===== config.mk =====
export PLATFORM = sky130hd
export DESIGN_NAME = xgriscv_lsu
export DESIGN_NICKNAME = d
export VERILOG_FILES = /design/src/rtl/xgriscv_lsu.sv
export SDC_FILE = /design/constraint.sdc
export NUM_CORES = 1
export LEC_CHECK = 0
export CORE_MARGIN = 5
export CORE_UTILIZATION = 48
export DETAILED_ROUTE_END_ITERATION = 16
export HOLD_SLACK_MARGIN = 0.05
export PLACE_DENSITY = 0.9
export SLEW_MARGIN = 20
export SYNTH_ARGS = -nofsm -noshare
export SYNTH_HDL_FRONTEND = slang
export SYNTH_SLANG_ARGS = --single-unit

===== constraint.sdc =====
create_clock -name clk -period 4.2 [get_ports clk]
set_input_delay 0.84 -clock clk [delete_from_list [all_inputs] [get_ports clk]]
set_output_delay 0.84 -clock clk [all_outputs]
set_load 0.005 [all_outputs]

===== src/rtl/xgriscv_lsu.sv =====
// RV32I load/store unit: EX handshake to a word-aligned data-memory bus, with load extension and a bus timeout.
// Define XGRISCV_LSU_MISALIGN_TRAP_EN to trap misaligned H/W accesses instead of silently aligning them.
module xgriscv_lsu #(
    parameter int unsigned XLEN         = 32,
    parameter int unsigned RESP_TIMEOUT = 255
) (
    input  logic            clk,
    input  logic            reset,
    input  logic            ex_valid,
    output logic            ex_ready,
    input  logic            ex_load,
    input  logic            ex_store,
    input  logic [2:0]      ex_funct3,
    input  logic [XLEN-1:0] ex_addr,
    input  logic [XLEN-1:0] ex_wdata,
    input  logic [4:0]      ex_rd,
    output logic            dm_req,
    output logic            dm_we,
    output logic [XLEN-1:0] dm_addr,
    output logic [3:0]      dm_be,
    output logic [XLEN-1:0] dm_wdata,
    input  logic            dm_gnt,
    input  logic            dm_rvalid,
    input  logic [XLEN-1:0] dm_rdata,
    output logic            wb_valid,
    output logic [4:0]      wb_rd,
    output logic [XLEN-1:0] wb_data,
    output logic            lsu_err,
    output logic [XLEN-1:0] err_addr
);
    localparam int unsigned      CNT_W    = 8;
    localparam logic [CNT_W-1:0] CNT_LAST = CNT_W'(RESP_TIMEOUT - 1);

    typedef enum logic [1:0] {IDLE, REQ, WAIT, RESP} state_t;
    state_t state_q, state_d;

    logic             is_store_q, mis_q;
    logic [2:0]       funct3_q;
    logic [1:0]       off_q;
    logic [XLEN-1:0]  addr_q;
    logic [4:0]       rd_q;
    logic [CNT_W-1:0] cnt_q;

    logic             accept_c, done_load_c, abort_c, misaligned_c, last_c;
    logic [1:0]       off_c;
    logic [3:0]       be_c;
    logic [XLEN-1:0]  wdata_c, rshift_c, load_c;

    // Request shaping from the EX-side operands (funct3[1:0]: 00 byte, 01 half, else word)
    always_comb begin
        off_c        = ex_addr[1:0];
        be_c         = 4'b1111;
        wdata_c      = ex_wdata;
        misaligned_c = 1'b0;
        case (ex_funct3[1:0])
            2'b00: begin
                be_c    = 4'b0001 << ex_addr[1:0];
                wdata_c = {4{ex_wdata[7:0]}};
            end
            2'b01: begin
                off_c        = {ex_addr[1], 1'b0};
                be_c         = ex_addr[1] ? 4'b1100 : 4'b0011;
                wdata_c      = {2{ex_wdata[15:0]}};
                misaligned_c = ex_addr[0];
            end
            default: begin
                off_c        = 2'b00;
                misaligned_c = |ex_addr[1:0];
            end
        endcase
`ifndef XGRISCV_LSU_MISALIGN_TRAP_EN
        misaligned_c = 1'b0;
`endif
    end

    // Load data alignment and sign/zero extension
    always_comb begin
        rshift_c = dm_rdata >> {off_q, 3'b000};
        case (funct3_q[1:0])
            2'b00:   load_c = funct3_q[2] ? {{(XLEN-8){1'b0}}, rshift_c[7:0]}
                                          : {{(XLEN-8){rshift_c[7]}}, rshift_c[7:0]};
            2'b01:   load_c = funct3_q[2] ? {{(XLEN-16){1'b0}}, rshift_c[15:0]}
                                          : {{(XLEN-16){rshift_c[15]}}, rshift_c[15:0]};
            default: load_c = rshift_c;
        endcase
    end

    assign last_c = (cnt_q == CNT_LAST);

    // Next-state and control strobes
    always_comb begin
        state_d     = state_q;
        accept_c    = 1'b0;
        done_load_c = 1'b0;
        abort_c     = 1'b0;
        case (state_q)
            IDLE: begin
                if (ex_valid && (ex_load || ex_store)) begin
                    accept_c = 1'b1;
                    state_d  = REQ;
                end
            end
            REQ: begin
                if (mis_q || last_c) begin
                    abort_c = 1'b1;
                    state_d = IDLE;
                end else if (dm_gnt) begin
                    state_d = WAIT;
                end
            end
            WAIT: begin
                if (dm_rvalid) begin
                    if (is_store_q) begin
                        state_d = IDLE;
                    end else begin
                        done_load_c = 1'b1;
                        state_d     = RESP;
                    end
                end else if (last_c) begin
                    abort_c = 1'b1;
                    state_d = IDLE;
                end
            end
            RESP:    state_d = IDLE;
            default: state_d = IDLE;
        endcase
    end

    always_ff @(posedge clk) begin
        if (reset) begin
            state_q <= IDLE;
        end else begin
            state_q <= state_d;
        end
    end

    // Captured operation, bus request and result registers
    always_ff @(posedge clk) begin
        if (reset) begin
            ex_ready   <= 1'b1;
            dm_req     <= 1'b0;
            dm_we      <= 1'b0;
            dm_addr    <= '0;
            dm_be      <= '0;
            dm_wdata   <= '0;
            wb_valid   <= 1'b0;
            wb_rd      <= '0;
            wb_data    <= '0;
            lsu_err    <= 1'b0;
            err_addr   <= '0;
            is_store_q <= 1'b0;
            mis_q      <= 1'b0;
            funct3_q   <= '0;
            off_q      <= '0;
            addr_q     <= '0;
            rd_q       <= '0;
            cnt_q      <= '0;
        end else begin
            ex_ready <= (state_d == IDLE);
            dm_req   <= (state_d == REQ) && !(accept_c && misaligned_c);
            wb_valid <= done_load_c;
            lsu_err  <= abort_c;
            if (state_q == REQ || state_q == WAIT) begin
                cnt_q <= cnt_q + CNT_W'(1);
            end
            if (accept_c) begin
                is_store_q <= ex_store;
                mis_q      <= misaligned_c;
                funct3_q   <= ex_funct3;
                off_q      <= off_c;
                addr_q     <= ex_addr;
                rd_q       <= ex_rd;
                cnt_q      <= '0;
                dm_we      <= ex_store;
                dm_addr    <= {ex_addr[XLEN-1:2], 2'b00};
                dm_be      <= be_c;
                dm_wdata   <= wdata_c;
            end
            if (done_load_c) begin
                wb_data <= load_c;
                wb_rd   <= rd_q;
            end
            if (abort_c) begin
                err_addr <= addr_q;
            end
        end
    end

endmodule


==> results.json <==
{
  "cts_max_level": 4,
  "totalWireLength_mm": 21.4,
  "nNetsFinal": 1157,
  "rsz0062_at_grt": "no",
  "status": "finished, final reports clean",
  "max_slew_margin": 0.354,
  "coreArea_mm2": 0.0144,
  "yosys-top-cells-area": "dfxtp_1 (47%), nand2_1 (12%), a21oi_1 (10%)",
  "ir_drop_v": 0.000267,
  "cap_violations": 0,
  "post_cts_resized": 0,
  "ys_seq_area_frac": 0.467,
  "grt_antenna_before_repair": 1,
  "gp_congestion": 0.861,
  "period_needed_ns": 2.47,
  "holdCritPathClass": "reg2reg",
  "finalHoldViolCount": 0,
  "yosysWarnings": 0,
  "synth_area_mm2": 0.00695,
  "fin_setup_tns_ns": 0,
  "netlist_instances": 854,
  "grt_overflow": 0,
  "arrival_ns": 2.77,
  "dieArea_mm2": 0.0170,
  "cts_tree": "yes",
  "cts_sinks": 162,
  "dieWidth_um": 130,
  "clkTransAtPathRegs_ns": 0.06,
  "root_buffer": "clkbuf_16",
  "drt_iter0_drc": 465,
  "antenna_left": 0,
  "insertion_delay_ns": 0.42,
  "setup_viol": 0,
  "fill_cells": 1122,
  "num_rows": 44,
  "max_freq_mhz": 406,
  "crit_required_ns": 4.50,
  "start_kind": "primary input",
  "worst_slew_pin_slew_ns": 0.966,
  "yosys.area.top_type": "dfxtp_1",
  "layout-drive-gt1-share": 0.0533,
  "synth-seq-cells": 162,
  "chipHeight_um": 130,
  "grt_pass1_wl_mm": 33.0,
  "clockBufferDepth": 2,
  "portBuffers": 250,
  "slew_violations": 0,
  "cts-hold-fix-buffers": 0,
  "cts-buffers-inserted": 17,
  "synth_top_area_frac": 0.467,
  "n_antenna_cell": 0,
  "seq_area_mm2": 0.00324,
  "ios": 253,
  "synth.distinct_cells": 46,
  "p_leak_nw": 3.49,
  "holdPathStages": 2,
  "avgSynthCellArea_um2": 8.14,
  "final_cells": 1235,
  "start_util": 0.484,
  "num_vias": 6677,
  "final_cell_mix": "clkdlybuf4s50_1 (249), nand2_1 (220), dfxtp_1 (162)",
  "cp_max_fo": 24,
  "criticalPathCategory": "in2reg",
  "wl_per_cell_um": 17.3,
  "area_growth_pct": 41.4,
  "post_cts_buffers": 0,
  "vias_per_cell": 5.41,
  "dpl.cell_count": 1205,
  "multi_input_area_mm2": 0.00316,
  "endpoint_kind": "register",
  "dp_hpwl_mm": 15.0,
  "grtUsageTotal": 0.247,
  "rr_worst_depth": 6,
  "finalCritPeriodShare": 0.587,
  "skew_ns": 0.0104,
  "grt_max_degree": 97,
  "dr.pass1.iters": 6,
  "drc_errors": 0,
  "final_common_cell": "clkdlybuf4s50_1",
  "grt_pass1_vias": 6506,
  "power_density_mw_per_mm2": 386
}
## flip-flops by register name, indices dropped and copies added (netlist names)
signal and cells:
wb_rd 5, ex_ready 1, rd_q 5, off_q 2
dm_be 4, wb_data 32, lsu_err 1, dm_wdata 32
dm_req 1, is_store_q 1, funct3_q 3, state_q 2
cnt_q 8, addr_q 32, wb_valid 1, err_addr 32
## area by class of cell
type,instances,share of cell area
inverters,12,0.00458
repair buffers,260,0.263
multi-input cells,587,0.322
clock inverters,10,0.0115
well taps,184,0.0234
flip-flops and latches,162,0.330
clock buffers,20,0.0455
## cell usage after synthesis, drive strengths merged
library cell / n
a31oi: 1
mux2i: 35
a32oi: 1
conb: 1
nor3: 6
a311oi: 11
nand4: 3
xnor2: 2
clkbuf: 37
dfxtp: 162
nand2b: 5
xor2: 3
a211oi: 13
nand3: 5
ha: 6
o2111a: 1
nor4bb: 1
a21oi: 145
mux4: 1
o21ai: 37
o22ai: 1
mux2: 7
o31a: 1
buf: 57
and4: 1
nor2: 43
clkinv: 1
and3: 1
or2: 1
nand2: 220
a31o: 1
inv: 11
o211ai: 17
o2bb2ai: 7
a22o: 1
nand3b: 2
nor2b: 2
a21o: 1
o2111ai: 1
or3: 2
## power breakdown
| group | leakage (nW) | internal, mW | switching (mW) |
|---|---|---|---|
| Combinational | 1.92 | 0.319 | 0.305 |
| Sequential | 1.32 | 1.62 | 0.0608 |
| Clock | 0.260 | 0.880 | 0.602 |
## cell families (layout without fill, tap and decap cells)
kind of cell | count (synthesis) | count (layout) | share of synthesized area
AOI/OAI and AO/OA | 239 | 239 | 0.201
xor gates and xnor gates | 5 | 5 | 0.00630
buffers and inverters | 106 | 302 | 0.0816
muxes | 43 | 43 | 0.0650
DFF | 162 | 162 | 0.467
and+or+nand+nor | 292 | 292 | 0.168
adders and majority gates | 6 | 6 | 0.0108
other | 1 | 2 | 0.000540
## critical path, stage by stage
cell and delay, ns:
clkdlybuf4s50_1 0.53, nand3b_1 0.66, nor2_1 0.31, o22ai_1 0.15, a31o_2 0.27
## metrics by stage
step                instance area [um^2]  hold slack (ns)  power (mW)  utilization  setup WS, ns
CTS                                 9820            0.452        3.81        0.684          1.81
global placement                    9270            0.441        2.32        0.645          1.40
finish                              9820            0.450        3.79        0.684          1.73
detailed placement                  9270            0.444        2.34        0.645          1.37
global route                        9820            0.466        3.96        0.684          1.54
floorplan                           6950            0.432        2.03            -          2.36
## path summary, 6_finish.rpt
| check | slack [ns] | start | endpoint |
|---|---|---|---|
| max | 1.73 | dm_rvalid | ex_ready |
| min | 0.45 | wb_rd[3] | wb_rd[3] |
| min reg2reg | 0.45 | wb_rd[3] | wb_rd[3] |
| max reg2reg | 2.01 | state_q[0] | ex_ready |
## layer usage
layer  share of wire  vias to the layer above  GRT usage
met5         0.00051                        -          0
met4           0.027                        2     0.0954
met3            0.11                       46     0.0917
met2            0.48                      328      0.406
met1            0.39                     3046      0.293
li1                -                     3255          -
Note: power is estimated with default switching activity, not from simulation.
